===== src/rtl/wb_queue_if.sv =====
// Writeback queue bus: ALU/MEM request ports, register-file write port, pending-write query.
interface wb_queue_if;
   logic       alu_valid;
   logic [1:0] alu_rd;
   logic [7:0] alu_data;
   logic       alu_ready;
   logic       mem_valid;
   logic [1:0] mem_rd;
   logic [7:0] mem_data;
   logic       mem_ready;
   logic       wenabel;
   logic [1:0] rd;
   logic [7:0] write_data;
   logic [1:0] chk_reg;
   logic       pend_hit;
   logic [7:0] pend_data;

   modport master (
      output alu_valid, alu_rd, alu_data, mem_valid, mem_rd, mem_data, chk_reg,
      input  alu_ready, mem_ready, wenabel, rd, write_data, pend_hit, pend_data
   );

   modport slave (
      input  alu_valid, alu_rd, alu_data, mem_valid, mem_rd, mem_data, chk_reg,
      output alu_ready, mem_ready, wenabel, rd, write_data, pend_hit, pend_data
   );
endinterface


===== src/rtl/wb_queue.sv =====
// 4-entry writeback FIFO merging ALU and MEM results into one register-file write port.
// Optional pending-write lookup enabled by defining WB_BYPASS_EN.
module wb_queue (
   input  logic        clk,
   input  logic        rst,
   wb_queue_if.slave   bus
);
   typedef struct packed {
      logic [1:0] rd;
      logic [7:0] data;
   } entry_t;

   entry_t     fifo_q [4];
   logic [2:0] count_q, count_d;
   logic [1:0] head_q, head_d;
   logic [1:0] tail_q, tail_d;
   logic [1:0] mem_slot;
   logic       wenabel_q;
   logic [1:0] rd_q;
   logic [7:0] wdata_q;
   logic       alu_push, mem_push, pop;

   // Readiness looks only at the registered count; a same-cycle pop earns no credit.
   assign bus.alu_ready = (count_q < 3'd4);
   assign bus.mem_ready = (count_q < 3'd3) || ((count_q == 3'd3) && !bus.alu_valid);

   assign alu_push = bus.alu_valid && bus.alu_ready;
   assign mem_push = bus.mem_valid && bus.mem_ready;
   assign pop      = (count_q != 3'd0);

   // ALU lands first (older); MEM takes the following slot.
   assign mem_slot = tail_q + 2'(alu_push);
   assign count_d  = count_q + 3'(alu_push) + 3'(mem_push) - 3'(pop);
   assign head_d   = head_q + 2'(pop);
   assign tail_d   = tail_q + 2'(alu_push) + 2'(mem_push);

   always_ff @(posedge clk) begin
      if (rst) begin
         count_q   <= '0;
         head_q    <= '0;
         tail_q    <= '0;
         wenabel_q <= 1'b0;
         rd_q      <= '0;
         wdata_q   <= '0;
         for (int i = 0; i < 4; i++) fifo_q[i] <= '0;
      end else begin
         count_q   <= count_d;
         head_q    <= head_d;
         tail_q    <= tail_d;
         wenabel_q <= pop;
         if (alu_push) fifo_q[tail_q]   <= '{rd: bus.alu_rd, data: bus.alu_data};
         if (mem_push) fifo_q[mem_slot] <= '{rd: bus.mem_rd, data: bus.mem_data};
         if (pop) begin
            rd_q    <= fifo_q[head_q].rd;
            wdata_q <= fifo_q[head_q].data;
         end
      end
   end

   assign bus.wenabel    = wenabel_q;
   assign bus.rd         = rd_q;
   assign bus.write_data = wdata_q;

`ifdef WB_BYPASS_EN
   // Scan oldest to youngest so the last match (nearest the tail) wins.
   always_comb begin
      logic [1:0] idx;
      bus.pend_hit  = 1'b0;
      bus.pend_data = '0;
      idx           = '0;
      if (wenabel_q && (rd_q == bus.chk_reg)) begin
         bus.pend_hit  = 1'b1;
         bus.pend_data = wdata_q;
      end
      for (int i = 0; i < 4; i++) begin
         idx = head_q + 2'(i);
         if ((3'(i) < count_q) && (fifo_q[idx].rd == bus.chk_reg)) begin
            bus.pend_hit  = 1'b1;
            bus.pend_data = fifo_q[idx].data;
         end
      end
   end
`else
   logic unused_chk;
   assign unused_chk    = ^bus.chk_reg;
   assign bus.pend_hit  = 1'b0;
   assign bus.pend_data = '0;
`endif
endmodule


===== src/flat_wrapper.sv =====
// flat-port wrapper written by rule: the top's interface ports become plain ports
module wb_queue_flat 
  (clk, rst, bus_alu_valid, bus_alu_rd, bus_alu_data, bus_mem_valid, bus_mem_rd, bus_mem_data, bus_chk_reg, bus_alu_ready, bus_mem_ready, bus_wenabel, bus_rd, bus_write_data, bus_pend_hit, bus_pend_data);
  wb_queue_if bus_i ();
  input  logic clk;
  input  logic rst;
  input wire logic [$bits(bus_i.alu_valid)-1:0] bus_alu_valid;
  input wire logic [$bits(bus_i.alu_rd)-1:0] bus_alu_rd;
  input wire logic [$bits(bus_i.alu_data)-1:0] bus_alu_data;
  input wire logic [$bits(bus_i.mem_valid)-1:0] bus_mem_valid;
  input wire logic [$bits(bus_i.mem_rd)-1:0] bus_mem_rd;
  input wire logic [$bits(bus_i.mem_data)-1:0] bus_mem_data;
  input wire logic [$bits(bus_i.chk_reg)-1:0] bus_chk_reg;
  output wire logic [$bits(bus_i.alu_ready)-1:0] bus_alu_ready;
  output wire logic [$bits(bus_i.mem_ready)-1:0] bus_mem_ready;
  output wire logic [$bits(bus_i.wenabel)-1:0] bus_wenabel;
  output wire logic [$bits(bus_i.rd)-1:0] bus_rd;
  output wire logic [$bits(bus_i.write_data)-1:0] bus_write_data;
  output wire logic [$bits(bus_i.pend_hit)-1:0] bus_pend_hit;
  output wire logic [$bits(bus_i.pend_data)-1:0] bus_pend_data;
  assign bus_i.alu_valid = bus_alu_valid;
  assign bus_i.alu_rd = bus_alu_rd;
  assign bus_i.alu_data = bus_alu_data;
  assign bus_i.mem_valid = bus_mem_valid;
  assign bus_i.mem_rd = bus_mem_rd;
  assign bus_i.mem_data = bus_mem_data;
  assign bus_i.chk_reg = bus_chk_reg;
  assign bus_alu_ready = bus_i.alu_ready;
  assign bus_mem_ready = bus_i.mem_ready;
  assign bus_wenabel = bus_i.wenabel;
  assign bus_rd = bus_i.rd;
  assign bus_write_data = bus_i.write_data;
  assign bus_pend_hit = bus_i.pend_hit;
  assign bus_pend_data = bus_i.pend_data;
  wb_queue u_core (.clk(clk), .rst(rst), .bus(bus_i));
endmodule

===== config.mk =====
export PLATFORM = sky130hd
export DESIGN_NAME = wb_queue_flat
export DESIGN_NICKNAME = d
export VERILOG_FILES = /design/src/rtl/wb_queue_if.sv /design/src/rtl/wb_queue.sv /design/src/flat_wrapper.sv
export SDC_FILE = /design/constraint.sdc
export NUM_CORES = 1
export LEC_CHECK = 0
export CAP_MARGIN = 40
export CORE_MARGIN = 2
export CORE_UTILIZATION = 49
export DETAILED_ROUTE_END_ITERATION = 8
export PLACE_DENSITY = 0.87
export SLEW_MARGIN = 20
export SYNTH_ARGS = -nofsm -noshare
export SYNTH_HDL_FRONTEND = slang
export SYNTH_SLANG_ARGS = --single-unit
export TNS_END_PERCENT = 50

===== constraint.sdc =====
create_clock -name clk -period 2.55 [get_ports clk]
set_input_delay 0.51 -clock clk [delete_from_list [all_inputs] [get_ports clk]]
set_output_delay 0.51 -clock clk [all_outputs]
set_load 0.02 [all_outputs]

==> impl_results.md <==
- Outcome: complete, no violations
- CP Data Arrival Time: 2.64 ns
- Total wire length: 7100 microns
- YS warnings: 0
- Initial antenna violation count: 0
- DR DRC count: 0
- Area added between synthesis and finish: 26.0%
- Cell variety after synth: 36
- CTS Sinks: 58
- Power Dens Cells: ~1000 mW/mm^2
- Final hold violations: 0
- CTS tree: yes
- WL per Instance: around 17 microns
- #FFs+latches synth: 58
- Worst Hold Launch: u_core.bus.write_data[2]
- Post-route design area: between 0.003 and 0.004 sq mm
- Clock Path Buffers: 2
- Htree depth: 3
- WHS Endpoint: u_core.bus.write_data[2]
- Async S/R FF share, synth: 0
- Synthesized area per cell: 11.3 sq um
- Total number of vias: between 2000 and 2500
- Critical path class: flop to flop
- ANT nets after route: 0
- Rows: 29
- Worst slack, placed: -0.152 ns
- Grt ovf: 0
- Count of final setup violators: 0
- Gr usage total: 0.217
- Avg Vias per Cell: approximately 5.4
- Crit-path cells: inv_2 > ha_1 > and2_1 > a21oi_4 > and2_1 > inv_1 > fa_1 > inv_1 > fa_1 > nor2b_1
- Final nets: between 300 and 400
- Die area: roughly 0.007 sq mm
- Sequential cell area: between 0.0015 and 0.002 sq mm
- Critical R2R Capture: u_core.count_q[1]
- Crit path required time: 2.78 ns
- Hold-critical path depth: 1
- Initial core utilization: 0.499
- Crit-path max cell delay: 0.45 ns
- Reg2reg start: u_core.count_q[2]
- Filler cells: between 400 and 500
- Normalized max-slew margin: 0.584
- Placer congestion estimate: ~0.81
- Post-route setup slack: roughly 0.14 ns
- Layout cell share with drive strength beyond 1: 0.262
- Worst hold path class: flop to flop
- Final Max Tran Viols: 0
- Least-Margin Pin Slew: approximately 0.62 ns
- Detailed Route Iter0 Violations: about 170
- Critical-path top delay cell: dfxtp_2
- Highest clock rate: approximately 420 MHz
- VDD IR max: approximately 680 uV
- Diodes inserted: 0
- # IOs: between 40 and 50
- First-pass GRT wire length: around 12000 microns
- Max Cap Viol: 0
- Post-CTS Setup Inserts: 0
- Core region area: between 0.006 and 0.007 sq mm
- Clk root buf: clkbuf_8
- CP endpoint kind: flop
- Area after DPL: 0.00376 sq mm
- # resized after CTS: 1
- R2R cell count: 10
- Synth Flop Type: edfxtp_1
- Vias in the first global route: 2334
- Clock Skews: about 0.0060 ns
- Synth Instances: 278
- Final Critical Period: approximately 2.4 ns
- Die Wd: around 84 microns
- Die height: ~84 microns
- Leak: approximately 1.5 nW
- Pin count of the biggest net entering global routing: 15
- Final Cycle Share: 0.943
- Mapped Area: ~0.0031 sq mm
- Crit-path max FO: 7
- CP startpoint kind: flop
- CTS buffer count: 9
- Worst skew pair latency: ~0.34 ns
- DR pass1 iterations: 4
- EDFF count, synth: 40
- RSZ-0062 raised after global routing: no
- Clk slew on worst S/H paths: ~0.060 ns
- Reg2reg setup slack: 0.14 ns
- Multi-input gate area: between 0.001 and 0.0015 sq mm
- Post-CTS Hold Buffers: 0
- Sequential area share after synthesis: 0.499
- Hpwl dp: approximately 5100 microns
- Port bufs: 36
==> routing by layer <==
metal	GRT usage	part of all wire
met1	0.259	0.41
met2	0.362	0.50
met3	0.0495	0.059
met4	0.122	0.031
met5	0	0
==> flip-flops by register name, indices dropped and copies added (netlist names) <==
| register | cells |
|---|---|
| u_core.head_q | 2 |
| u_core.bus.wenabel | 1 |
| u_core.fifo_q | 40 |
| u_core.tail_q | 2 |
| u_core.count_q | 3 |
| u_core.bus.rd | 2 |
| u_core.bus.write_data | 8 |
==> worst max-delay path by stage <==
stage                                   end  slack [ns]  cells past startpoint               from
after CTS                 u_core.count_q[1]        0.15                     10  u_core.count_q[2]
final                     u_core.count_q[1]        0.14                     10  u_core.count_q[2]
after detailed placement  u_core.count_q[1]       -0.15                      9      bus_alu_valid
after global placement    u_core.count_q[1]       -0.07                      9      bus_alu_valid
after global routing      u_core.count_q[1]        0.06                     10  u_core.count_q[2]
after floorplan           u_core.count_q[1]        0.02                     10  u_core.count_q[2]
==> Yosys cell counts, types with 2 or more instances <==
cell       instances  area share
nor2_1             7      0.0084
xnor2_1            3      0.0084
ha_1               5       0.020
fa_1               2       0.013
a22o_1            10       0.028
and2_1             4      0.0080
mux2i_1           10       0.032
nand2_1           60       0.072
o21ai_1           10       0.016
clkbuf_1           6      0.0072
o21ai_2           20       0.056
buf_4             12       0.029
nand3_1           11       0.018
a2111oi_4          2       0.018
buf_6              5       0.018
mux4_2            10       0.072
nand2b_1           3      0.0060
dfxtp_1           18        0.12
o31ai_1            2      0.0048
edfxtp_1          40        0.38
nor4b_1            2      0.0056
inv_1             18       0.022
nor2b_1            4      0.0080
a21oi_1            2      0.0032
==> report_power, final <==
part	internal, W	switching (W)	total, W
clock	0.000465	0.000346	0.000812
sequential	0.00136	0.000164	0.00152
combinational	0.000828	0.000852	0.00168
total	0.00265	0.00136	0.00401
==> cell usage in the layout, fill, tap and decap left out, types with 2 or more instances in the layout <==
| cell type | count |
|---|---|
| buf_4 | 33 |
| o21ai_2 | 20 |
| edfxtp_1 | 40 |
| mux2i_1 | 10 |
| dfxtp_1 | 17 |
| ha_1 | 5 |
| fa_1 | 2 |
| a22o_1 | 10 |
| clkinv_2 | 2 |
| a2111oi_4 | 2 |
| clkbuf_8 | 10 |
| buf_12 | 2 |
| nand2_1 | 60 |
| nor2_1 | 7 |
| nand2b_1 | 3 |
| nor4b_2 | 2 |
| conb_1 | 9 |
| and2_1 | 4 |
| clkdlybuf4s50_1 | 35 |
| nand3_1 | 11 |
| o21ai_1 | 10 |
| xnor2_1 | 3 |
| mux4_2 | 10 |
| nor2b_1 | 4 |
| o31ai_2 | 2 |
| inv_1 | 17 |
==> layout make-up <==
class | instances | share of cell area
clock buffers | 11 | 0.0358
clock inverters | 4 | 0.0111
inverters | 18 | 0.0171
multi-input cells | 185 | 0.352
flip-flops and latches | 58 | 0.396
well taps | 77 | 0.0244
repair buffers | 71 | 0.164
==> metrics by stage <==
step	TNS, ns	cells	util	hold slack, ns	total power, W
after detailed placement	-1.35	408	0.598	0.465	0.00321
after global routing	0	424	0.629	0.499	0.00423
after global placement	-0.188	407	0.597	0.461	0.00312
after CTS	0	423	0.628	0.482	0.00403
after floorplan	0	286	-	0.554	0.00256
final	0	424	0.629	0.475	0.00401
==> cells by family after synthesis <==
family,after synthesis,synth area share
fa+ha+maj,7,0.0328
compound gates,51,0.139
flops,58,0.499
xor+xnor,4,0.0136
other cells,1,0.00120
mux,20,0.104
simple gates,94,0.133
buf+inv,43,0.0783
==> worst max-delay path: cells and delay by family, from the launching register on <==
kind            cells  cell delay, ns
compound gates      1            0.13
simple gates        3            0.49
fa+ha+maj           3            0.99
flops               1            0.45
buf+inv             3            0.25
No activity file was read; power rests on OpenSTA's default activity.
